### config.mk
export PLATFORM = sky130hd
export DESIGN_NAME = div11_seq_r4
export DESIGN_NICKNAME = d
export VERILOG_FILES = /design/src/rtl/div11_pkg.sv /design/src/rtl/div11_qr_lut6.sv /design/src/rtl/div11_seq_r4.sv
export SDC_FILE = /design/constraint.sdc
export NUM_CORES = 1
export LEC_CHECK = 0
export ABC_CLOCK_PERIOD_IN_PS = 2390
export BUFFER_PORTS_ARGS = -buffer_cell sky130_fd_sc_hd__buf_2
export CORE_MARGIN = 4
export CORE_UTILIZATION = 30
export CTS_CLUSTER_SIZE = 28
export DETAILED_ROUTE_END_ITERATION = 16
export PLACE_DENSITY = 0.6
export SYNTH_ARGS = -nofsm -noshare
export SYNTH_HDL_FRONTEND = slang
export SYNTH_HIERARCHICAL = 1
export SYNTH_SLANG_ARGS = --single-unit
### constraint.sdc
create_clock -name clk -period 2.39 [get_ports clk]
set_input_delay 0.1195 -clock clk [delete_from_list [all_inputs] [get_ports clk]]
set_output_delay 0.1195 -clock clk [all_outputs]
set_load 0.1 [all_outputs]
### src/rtl/div11_pkg.sv
// rtl/div11_pkg.sv - shared constants and FSM state type for the divide-by-11 engine
// Purpose: constants shared by the radix-4 divide-by-11 table and sequencer.
// Ports: none (package).
package div11_pkg;

  localparam int DIV11_DIVISOR = 11;
  localparam int DIV11_REM_W   = 4;
  localparam int DIV11_CHUNK_W = 2;

  typedef enum logic [1:0] {
    IDLE = 2'd0,
    RUN  = 2'd1,
    DONE = 2'd2
  } div11_state_t;

endpackage

### src/rtl/div11_qr_lut6.sv
// rtl/div11_qr_lut6.sv - combinational radix-4 quotient/remainder digit table for divisor 11
// Purpose: maps idx = {rem[3:0], d[1:0]} (value v = 4*rem + d) to qd = v/11 and rem_n = v mod 11.
// Ports:
//   idx   in   6  {running remainder, next two dividend bits}
//   qd    out  2  quotient digit 0..3
//   rem_n out  4  next remainder 0..10
module div11_qr_lut6
  import div11_pkg::*;
(
  input  logic [DIV11_REM_W+DIV11_CHUNK_W-1:0] idx,
  output logic [DIV11_CHUNK_W-1:0]             qd,
  output logic [DIV11_REM_W-1:0]               rem_n
);

  // Each entry is {qd, rem_n}. Because idx is numerically 4*rem + d, the
  // entry index equals v, so the table is just v split into (v/11, v%11).
  // Indices 44..63 need rem >= 11, which the sequencer never produces.
  logic [DIV11_REM_W+DIV11_CHUNK_W-1:0] entry;

  always_comb begin
    entry = '0;
    case (idx)
      6'd0:  entry = 6'h00;  6'd1:  entry = 6'h01;  6'd2:  entry = 6'h02;  6'd3:  entry = 6'h03;
      6'd4:  entry = 6'h04;  6'd5:  entry = 6'h05;  6'd6:  entry = 6'h06;  6'd7:  entry = 6'h07;
      6'd8:  entry = 6'h08;  6'd9:  entry = 6'h09;  6'd10: entry = 6'h0A;  6'd11: entry = 6'h10;
      6'd12: entry = 6'h11;  6'd13: entry = 6'h12;  6'd14: entry = 6'h13;  6'd15: entry = 6'h14;
      6'd16: entry = 6'h15;  6'd17: entry = 6'h16;  6'd18: entry = 6'h17;  6'd19: entry = 6'h18;
      6'd20: entry = 6'h19;  6'd21: entry = 6'h1A;  6'd22: entry = 6'h20;  6'd23: entry = 6'h21;
      6'd24: entry = 6'h22;  6'd25: entry = 6'h23;  6'd26: entry = 6'h24;  6'd27: entry = 6'h25;
      6'd28: entry = 6'h26;  6'd29: entry = 6'h27;  6'd30: entry = 6'h28;  6'd31: entry = 6'h29;
      6'd32: entry = 6'h2A;  6'd33: entry = 6'h30;  6'd34: entry = 6'h31;  6'd35: entry = 6'h32;
      6'd36: entry = 6'h33;  6'd37: entry = 6'h34;  6'd38: entry = 6'h35;  6'd39: entry = 6'h36;
      6'd40: entry = 6'h37;  6'd41: entry = 6'h38;  6'd42: entry = 6'h39;  6'd43: entry = 6'h3A;
      default: entry = 6'h00;
    endcase
  end

  assign qd    = entry[DIV11_REM_W+DIV11_CHUNK_W-1:DIV11_REM_W];
  assign rem_n = entry[DIV11_REM_W-1:0];

endmodule

### src/rtl/div11_seq_r4.sv
// rtl/div11_seq_r4.sv - iterative radix-4 divide-by-11 engine for unsigned dividends
// Purpose: long division by 11, two dividend bits per cycle, MSB first, via div11_qr_lut6.
// Ports:
//   clk       in   1           rising-edge clock
//   rst       in   1           synchronous active-high reset
//   in_valid  in   1           dividend offered
//   in_ready  out  1           engine idle and able to accept
//   in_x      in   DIVIDEND_W  unsigned dividend
//   out_valid out  1           result available, held until accepted
//   out_ready in   1           consumer accepts result
//   out_q     out  DIVIDEND_W  quotient floor(in_x/11)
//   out_r     out  4           remainder in_x mod 11
//   busy      out  1           RUN or DONE
module div11_seq_r4
  import div11_pkg::*;
#(
  parameter int DIVIDEND_W = 64,
  parameter int CHUNK_W    = DIV11_CHUNK_W,
  parameter int DIVISOR    = DIV11_DIVISOR
) (
  input  logic                  clk,
  input  logic                  rst,
  input  logic                  in_valid,
  output logic                  in_ready,
  input  logic [DIVIDEND_W-1:0] in_x,
  output logic                  out_valid,
  input  logic                  out_ready,
  output logic [DIVIDEND_W-1:0] out_q,
  output logic [3:0]            out_r,
  output logic                  busy
);

  localparam int ITERS = DIVIDEND_W / CHUNK_W;
  localparam int CNT_W = $clog2(ITERS);
  localparam logic [CNT_W-1:0]       CNT_LAST = CNT_W'(ITERS - 1);
  localparam logic [DIV11_REM_W-1:0] REM_MAX  = DIV11_REM_W'(DIVISOR - 1);

  div11_state_t state, state_n;

  logic [CNT_W-1:0]       cnt;
  logic [DIVIDEND_W-1:0]  sh;
  logic [DIVIDEND_W-1:0]  q;
  logic [DIV11_REM_W-1:0] rem;

  logic                   load;
  logic                   iter;
  logic [CHUNK_W-1:0]     qd;
  logic [DIV11_REM_W-1:0] rem_n;

  div11_qr_lut6 u_lut (
    .idx   ({rem, sh[DIVIDEND_W-1 -: CHUNK_W]}),
    .qd    (qd),
    .rem_n (rem_n)
  );

  always_ff @(posedge clk) begin
    if (rst) begin
      state <= IDLE;
    end else begin
      state <= state_n;
    end
  end

  always_comb begin
    state_n   = state;
    in_ready  = 1'b0;
    out_valid = 1'b0;
    busy      = 1'b0;
    load      = 1'b0;
    iter      = 1'b0;
    case (state)
      IDLE: begin
        in_ready = 1'b1;
        if (in_valid) begin
          load    = 1'b1;
          state_n = RUN;
        end
      end
      RUN: begin
        busy = 1'b1;
        iter = 1'b1;
        if (cnt == '0) begin
          state_n = DONE;
        end
      end
      DONE: begin
        busy      = 1'b1;
        out_valid = 1'b1;
        if (out_ready) begin
          state_n = IDLE;
        end
      end
      default: begin
        state_n = IDLE;
      end
    endcase
  end

  always_ff @(posedge clk) begin
    if (rst) begin
      cnt <= '0;
      sh  <= '0;
      q   <= '0;
      rem <= '0;
    end else if (load) begin
      cnt <= CNT_LAST;
      sh  <= in_x;
      q   <= '0;
      rem <= '0;
    end else if (iter) begin
      sh  <= sh << CHUNK_W;
      q   <= {q[DIVIDEND_W-CHUNK_W-1:0], qd};
      rem <= rem_n;
      // The last iteration leaves cnt at zero rather than wrapping.
      if (cnt != '0) begin
        cnt <= cnt - 1'b1;
      end
    end
  end

  // q and rem are only modified in RUN, so they are stable throughout DONE.
  assign out_q = q;
  assign out_r = rem;

  // Table rows above REM_MAX are zero-filled; reaching one means the
  // remainder register was corrupted.
  rem_in_range: assert property (@(posedge clk) disable iff (rst)
    (state == RUN) |-> (rem <= REM_MAX));

endmodule

==> results of run 1 <==
==> placed cells by master, fill, tap and decap left out, types with 2 or more instances in the layout <==
cell and instances:
clkinv_2 5, buf_2 138, a211oi_1 66, dfxtp_1 139
nand2b_2 2, buf_12 4, and4_2 2, a31oi_1 2
inv_1 9, nand2b_1 8, ha_1 10, nor2_1 136
a21oi_1 9, buf_4 8, o31ai_1 2, nand3b_1 2
dlygate4sd3_1 50, nor3_1 7, o21ai_0 2, clkbuf_16 17
o22ai_1 3, clkinv_4 4, mux2i_1 133, nand2_1 9
clkinvlp_4 2, bufinv_16 3, a21o_1 2
==> cell usage after synthesis (3+ instances only) <==
library cell / number
ha_1: 12
buf_1: 8
nand2b_1: 9
o22ai_1: 3
nor2_1: 136
clkbuf_1: 24
mux2i_1: 133
dfxtp_1: 139
nor3_1: 7
a211oi_1: 66
nand2_1: 10
a21oi_1: 9
buf_2: 16
inv_1: 9
==> routing by layer <==
layer	vias to the layer above	part of all wire (%)
met5	-	0
met1	2177	49
met2	117	45
met4	0	0.89
met3	9	5.4
li1	2507	-
==> flip-flops by register name, indices dropped and copies added (netlist names) <==
register and count:
cnt 5, out_q 64, out_r 4, sh 64, state 2
==> where the power goes <==
group,switching [uW],leakage [uW],internal (uW)
sequential,243,0.00114,2700
combinational,1730,0.00187,1290
clock,1030,0.000293,1640
==> cells by family (layout without fill, tap and decap cells) <==
kind of cell	Yosys count	count (layout)	share of synthesized area [%]
muxes	134	134	22.46
adders and majority gates	12	12	2.511
DFF	139	139	46.55
other	0	1	0
AOI/OAI and AO/OA	96	96	11.74
buffers and inverters	61	242	4.625
and+or+nand+nor	172	172	12.12
==> worst paths after layout <==
path / startpoint / slack [ns] / cells past startpoint / to
setup / recovery: state[1] / 0.52 / 5 / sh[49]
hold / removal: in_x[58] / 0.009 / 3 / sh[58]
setup reg to reg: state[1] / 0.52 / 5 / sh[49]
hold reg to reg: sh[1] / 0.49 / 2 / sh[1]
==> critical path: cells and delay by family, from the launching register on <==
kind	cells	cell delay (ns)
buffers and inverters	2	0.62
adder cells (fa/ha/maj)	1	0.42
multiplexers	1	0.14
flip-flops	1	0.32
AO/OA/AOI/OAI	1	0.25
==> final cells by class <==
cell class              instances  share of cell area, %
multi-input cells             414                  36.67
diodes                          1                0.03117
inverters                      10                 0.4675
clock buffers                  17                  5.298
well taps                     265                  4.130
clock inverters                15                  2.166
flip-flops and latches        139                  34.66
repair buffers                200                  16.58
==> per-stage QoR <==
| step | std cells | setup slack [ns] | utilization (%) | area [um^2] |
|---|---|---|---|---|
| after floorplan | 614 | 0.2232 | - | 5981 |
| after global placement | 978 | 0.5782 | 35.47 | 6927 |
| after detailed placement | 978 | 0.5185 | 35.47 | 6927 |
| after CTS | 1060 | 0.4961 | 41.11 | 8026 |
| after global routing | 1061 | 0.3611 | 41.12 | 8029 |
| final | 1061 | 0.5183 | 41.12 | 8029 |
==> impl_results.md, run 1 <==
- CP arrival: 2.20 ns
- VDD IR max: 0.8577 mV
- First-pass GRT wire length: 22.85 mm
- Final period utilization: 78.31%
- Routed WL per cell: 13.07 um
- DPL Wire Length: 9.017 mm
- IO buf count: 138
- FILL cells: 1970
- Power Total: 8625 uW
- Final Hold Fails: 0
- Fin. max-slew vios: 0
- Setup Buffers After CTS: 0
- Critical path class: flop to flop
- Die width: 149.2 um
- Worst Setup Start Kind: flop
- DR iter-0 viols: 249
- Gate count after technology mapping: 614
- CP max stage cell: buf_4
- Post-layout nets: 862
- CP peak stage delay: 0.47 ns
- Most used routing layer: met2
- Detail Route Antenna Nets: 0
- Via count: 4810
- Setup violators final: 0
- Register area share after synthesis: 46.55%
- Fraction of registers with async set/reset: 0%
- H-Tree Depth: 4
- Area growth syn-to-layout: 34.30%
- RSZ-0062 raised after global routing: no
- Core Area: 19530 um^2
- Worst min-delay path category: input pin to flop
- Die H: 149.2 um
- Ys Warns: 6
- Met3 GRT Util: 4.163%
- Syn Area/Cell: 9.737 um^2
- Starting density of the core: 30.62%
- Crit. End Element: flop
- EDFF count, synth: 0
- GRT Total Usage: 12.56%
- Root buf cell: clkbuf_16
- Seq. cell area: 2783 um^2
- Reg clk slew, reported paths: 0.06 ns
- GR Layer Usage met1: 16.75%
- I/O pins: 139
- Multi-input gate area in the final layout: 2944 um^2
- Cell variety after synth: 41
- Max frequency: 534.3 MHz
- Worst slew margin: 65.56%
- Clock tree buffer depth: 2
- Setup TNS Final: 0 ns
- Pleak: 0.003301 uW
- Worst-Skew Late Latency: 0.42 ns
- Clk sinks: 139
- Netlist Area Pre-Place: 5978 um^2
- Share of cells above drive strength 1: 24.53%
- Largest net degree at the start of global routing: 83
- Vias in the first global route: 4672
- Status: finished clean
- CTS tree: done
- Req. time, crit path: 2.72 ns
- Synth top area cells: dfxtp_1, mux2i_1, nor2_1, a211oi_1, ha_1
- CTS Hold Bufs: 50
- DR pass1 iterations: 6
- Max Cap Violations: 0
- Row cnt: 51
- Primary FF master, synth: dfxtp_1
- CP cell instances: inv_1 > ha_4 > buf_4 > mux2i_1 > a211oi_1
- Global route overflow: 0
- Synthesized flop and latch total: 139
- Fin crit period: 1.872 ns
- Die ar.: 22250 um^2
- GR Layer Usage met2: 19.28%
- Initial antenna violation count: 1
- Hold Slack: 0.009247 ns
- Wirelength, routed: 13.87 mm
- Post-CTS Resized: 0
- Final setup skew: 0.01000 ns
- Pwr dens: 1074 nW/um^2
- Num CTS Buffers: 17
- Syn Nets: 694
- Area share of the leading cell type in the synthesized netlist: 46.55%
- # DRC: 0
- Worst Tran Pin Value: 0.5167 ns
- Crit-path max FO: 26
- Area leader, netlist: dfxtp_1
- Routability cong.: 0.7393
- Via/cell ratio: 4.533
(Power assumes the default switching activity.)
==> run 2: changes to the inputs <==
--- a/config.mk
+++ b/config.mk
@@ -5,7 +5,7 @@
 export SDC_FILE = /design/constraint.sdc
 export NUM_CORES = 1
 export LEC_CHECK = 0
-export ABC_CLOCK_PERIOD_IN_PS = 2390
+export ABC_CLOCK_PERIOD_IN_PS = 1800
 export BUFFER_PORTS_ARGS = -buffer_cell sky130_fd_sc_hd__buf_2
 export CORE_MARGIN = 4
 export CORE_UTILIZATION = 30
==> constraint.sdc (replaced) <==
create_clock -name clk -period 1.8 [get_ports clk]
set_input_delay 0.09 -clock clk [delete_from_list [all_inputs] [get_ports clk]]
set_output_delay 0.09 -clock clk [all_outputs]
set_load 0.1 [all_outputs]
==> impl_results.md, run 2 (synthesized netlist as in run 1, its figures left out) <==
- Routed WL per cell: 13.17 um
- Die width: 149.2 um
- Worst min-delay path category: input pin to flop
- DR iter-0 viols: 241
- Critical path's top delay family: simple AND/OR/NAND/NOR gates
- Starting density of the core: 30.62%
- Post-layout nets: 884
- Max Cap Violations: 0
- CP cell instances: inv_2 > ha_4 > or4b_4 > a222oi_1 > buf_4 > mux2i_1
- Crit. End Element: flop
- Status: finished clean
- CTS tree: done
- Worst slew margin: 65.92%
- I/O pins: 139
- Clock tree buffer depth: 2
- Final Hold Fails: 0
- CP peak stage delay: 0.49 ns
- Switching Share: 34.65%
- Critical path class: flop to flop
- Final setup skew: 0.008833 ns
- Buf/Inv on CP: 2
- H-Tree Depth: 4
- Max frequency: 586.1 MHz
- Reg clk slew, reported paths: 0.06 ns
- Pint: 7602 uW
- Setup violators final: 0
- Routability cong.: 0.8070
- Die ar.: 22250 um^2
- Vias in the first global route: 4822
- Combinational power share: 37.6%
- Share of cells above drive strength 1: 25.98%
- Cell Area, Placed: 7067 um^2
- Clk sinks: 139
- Via count: 4954
- Pwr dens: 1405 nW/um^2
- Global route overflow: 0
- Sequential Power Share: 33.5%
- Die H: 149.2 um
- Worst Setup Start Kind: flop
- VDD IR max: 0.9168 mV
- Most frequent cells in the layout: buf_2, nor2_1, mux2i_1, dfxtp_1, a211oi_1
- GRT Total Usage: 12.91%
- Crit-path max FO: 5
- Wirelength, routed: 14.24 mm
- Largest net degree at the start of global routing: 54
- Worst Tran Pin Value: 0.5148 ns
- Req. time, crit path: 2.14 ns
- IO buf count: 138
- DR pass1 iterations: 4
- Core Area: 19530 um^2
- Setup TNS Final: 0 ns
- First-pass GRT wire length: 23.47 mm
- Post-route cell area: 8278 um^2
- Commonest non-fill, non-tap cell in the layout: buf_2
- Fin. max-slew vios: 0
- Detail Route Antenna Nets: 0
- Pleak: 0.003397 uW
- # DRC: 0
- Psw: 4030 uW
- # diodes: 0
- Root buf cell: clkbuf_16
- Final period utilization: 94.80%
- CP max stage cell: or4b_4
- Initial antenna violation count: 0
- CP arrival: 2.05 ns
- Clock share of power: 28.9%
- Worst-Skew Late Latency: 0.41 ns
- DPL Wire Length: 9.392 mm
- Fin crit period: 1.706 ns
- Row cnt: 51
- Via/cell ratio: 4.583
- Area growth syn-to-layout: 38.47%
- Num CTS Buffers: 17
## run 2: changes by cell type in the layout (fill, tap and decap cells not counted), moves of 3 or more
cell and delta:
buf_12 +5, buf_4 +5, clkinv_4 -3, dfxtp_1 -6, dfxtp_2 +6, dlygate4sd3_1 +12
## run 2: area by class of cell
cell class              instances  area (um^2)
fillers                      1901        11250
inverters                      10        37.54
multi-input cells             414         2969
clock inverters                12        125.1
flip-flops and latches        139         2790
clock buffers                  19        432.9
well taps                     265        331.6
repair buffers                222         1592
## run 2: power groups by stage
stage	Clock, uW	Combinational (uW)	Sequential [uW]
6_report	3360	4370	3900
4_1_cts	3470	4370	3910
2_1_floorplan	0	3300	3910
3_5_place_dp	0	4240	3970
5_1_grt	3600	4780	3970
3_3_place_gp	0	4210	3960
## run 2: metrics by stage
step	hold slack (ns)	cells	worst slack, ns	util (%)	total power, uW
after global placement	0.3463	986	0.1415	36.19	8172
after global routing	0.0008540	1081	-0.01582	42.39	12350
after floorplan	0.2260	614	0.03397	-	7210
after CTS	0.001575	1079	0.01694	42.23	11750
after detailed placement	0.3422	986	0.08837	36.19	8209
final	0.009956	1081	0.09366	42.39	11630
## run 2: worst paths after layout
| check | startpoint | to | slack, ns | depth (start not counted) |
|---|---|---|---|---|
| min | in_x[60] | sh[60] | 0.01 | 3 |
| max | cnt[1] | state[0] | 0.09 | 6 |
| min reg2reg | sh[1] | sh[1] | 0.49 | 2 |
| max reg2reg | cnt[1] | state[0] | 0.09 | 6 |
## run 2: repair_timing
action	4_1_cts	5_1_grt
setup buffers	0	2
resized for setup	0	7
endpoints found under the hold margin	62	0
hold buffers	62	0
endpoints found under the setup margin	0	3
## run 2: worst min-delay path: stages
cell,delay [ns]
buf_2,0.09
nor2_1,0.12
a211oi_1,0.06
## run 2: per-layer routing
metal,track usage (%),wire length [um],vias up
li1,-,-,2560
met1,16.87,6770,2268
met4,3.432,129,0
met2,20.43,6490,115
met5,0,0,-
met3,4.406,846,11
==> run 3: changes to the inputs <==
--- a/config.mk
+++ b/config.mk
@@ -12,6 +12,8 @@
 export CTS_CLUSTER_SIZE = 28
 export DETAILED_ROUTE_END_ITERATION = 16
 export PLACE_DENSITY = 0.6
+export RECOVER_POWER = 100
+export SKIP_CTS_REPAIR_TIMING = 1
 export SYNTH_ARGS = -nofsm -noshare
 export SYNTH_HDL_FRONTEND = slang
 export SYNTH_HIERARCHICAL = 1
==> impl_results.md, run 3 (synthesized netlist as in run 1, its figures left out) <==
- Status: finished with violations
- Failing checks: negative hold slack
- CP peak stage delay: 0.49 ns
- Final setup skew: 0.005691 ns
- Buf/Inv on CP: 2
- Combinational power share: 37.5%
- Post-layout nets: 879
- Vias in the first global route: 4469
- Worst-Skew Late Latency: 0.41 ns
- VDD IR max: 1.107 mV
- Worst Setup Start Kind: flop
- Worst Tran Pin Value: 0.5671 ns
- Pwr dens: 1411 nW/um^2
- Crit. End Element: flop
- Commonest non-fill, non-tap cell in the layout: nor2_1
- Hold Slack: -0.02283 ns
- Worst min-delay path category: input pin to flop
- CP arrival: 2.05 ns
- Via/cell ratio: 4.605
- Pleak: 0.003311 uW
- Max frequency: 586.1 MHz
- DPL Wire Length: 9.392 mm
- DR pass1 iterations: 4
- CP cell instances: inv_2 > ha_4 > or4b_4 > a222oi_1 > buf_4 > mux2i_1
- Die H: 149.2 um
- Clock tree buffer depth: 2
- Die ar.: 22250 um^2
- First-pass GRT wire length: 22.25 mm
- Routed WL per cell: 13.18 um
- Wirelength, routed: 14.18 mm
- FILL cells: 1914
- Die width: 149.2 um
- Starting density of the core: 30.62%
- I/O pins: 139
- Req. time, crit path: 2.14 ns
- Non-filler cells, final: 1076
- Final Hold Fails: 4
- Critical path's top delay family: simple AND/OR/NAND/NOR gates
- Global route overflow: 0
- Fin. max-slew vios: 0
- Root buf cell: clkbuf_16
- DR iter-0 viols: 248
- CP max stage cell: or4b_4
- Final period utilization: 94.78%
- Fin crit period: 1.706 ns
- IO buf count: 138
- Post-Place Cells: 986
- Num CTS Buffers: 17
- Setup violators final: 0
- Psw: 4021 uW
- Share of cells above drive strength 1: 26.14%
- Largest net degree at the start of global routing: 54
- Critical path class: flop to flop
- Clk sinks: 139
- Routability cong.: 0.8070
- Area growth syn-to-layout: 37.48%
- Reg clk slew, reported paths: 0.06 ns
- Worst slew margin: 62.36%
- Crit-path max FO: 5
- Initial antenna violation count: 0
- Detail Route Antenna Nets: 0
- Via count: 4955
- Core Area: 19530 um^2
- Setup TNS Final: 0 ns
- # diodes: 0
- Most frequent cells in the layout: nor2_1, mux2i_1, dfxtp_1
- Max Cap Violations: 0
- GRT Total Usage: 12.34%
- Pint: 7575 uW
- Row cnt: 51
- CTS tree: done
- Seq. cell area: 2790 um^2
- # DRC: 0
- Multi-input gate area in the final layout: 2969 um^2
- Sequential Power Share: 33.7%
- H-Tree Depth: 4
- Clock share of power: 28.9%
- Switching Share: 34.68%
## run 3: worst reg2reg max path: cells and delay by family, from the launching register on
| kind | cells | cell delay, ns |
|---|---|---|
| adders and majority gates | 1 | 0.13 |
| and+or+nand+nor | 1 | 0.49 |
| DFF | 1 | 0.33 |
| AOI/OAI and AO/OA | 1 | 0.29 |
| buffers and inverters | 2 | 0.25 |
| muxes | 1 | 0.16 |
## run 3: worst paths after layout
check / startpoint / to / slack [ns] / depth (start not counted)
worst max-delay path: cnt[1] / state[0] / 0.09 / 6
worst min-delay path: in_x[35] / sh[35] / -0.02 / 3
worst max register to register: cnt[1] / state[0] / 0.09 / 6
worst min register to register: sh[1] / sh[1] / 0.49 / 2
## run 3: through the flow
stage / util [%] / setup WS, ns / cell area [um^2] / power (uW) / hold WS, ns
2_1_floorplan: - / 0.03397 / 6002 / 7210 / 0.2260
3_3_place_gp: 36.19 / 0.1415 / 7067 / 8172 / 0.3463
3_5_place_dp: 36.19 / 0.08837 / 7067 / 8209 / 0.3422
4_1_cts: 39.05 / 0.01694 / 7625 / 11640 / -0.1046
5_1_grt: 42.09 / -0.01582 / 8219 / 12310 / -0.02488
6_report: 42.09 / 0.09389 / 8219 / 11600 / -0.02283
## run 3: final cells by class
class | count | share of cell area [%]
Multi-Input combinational cell | 414 | 36.12
Sequential cell | 139 | 33.95
Timing Repair Buffer | 217 | 18.65
Clock buffer | 19 | 5.267
Tap cell | 265 | 4.034
Clock inverter | 12 | 1.522
Inverter | 10 | 0.4567
## run 3: power groups by stage
stage	sequential [uW]	clock, uW	combinational [uW]
CTS	3910	3470	4270
finish	3900	3350	4340
global placement	3960	0	4210
floorplan	3910	0	3300
global route	3970	3600	4740
detailed placement	3970	0	4240
## run 3: routing by layer
layer  GRT usage [%]  wire [um]  part of all wire [%]
met1           16.40       6679                    47
met2           18.76       6503                    46
met3           4.710        869                   6.1
met4           3.432        128                  0.90
met5               0          0                     0
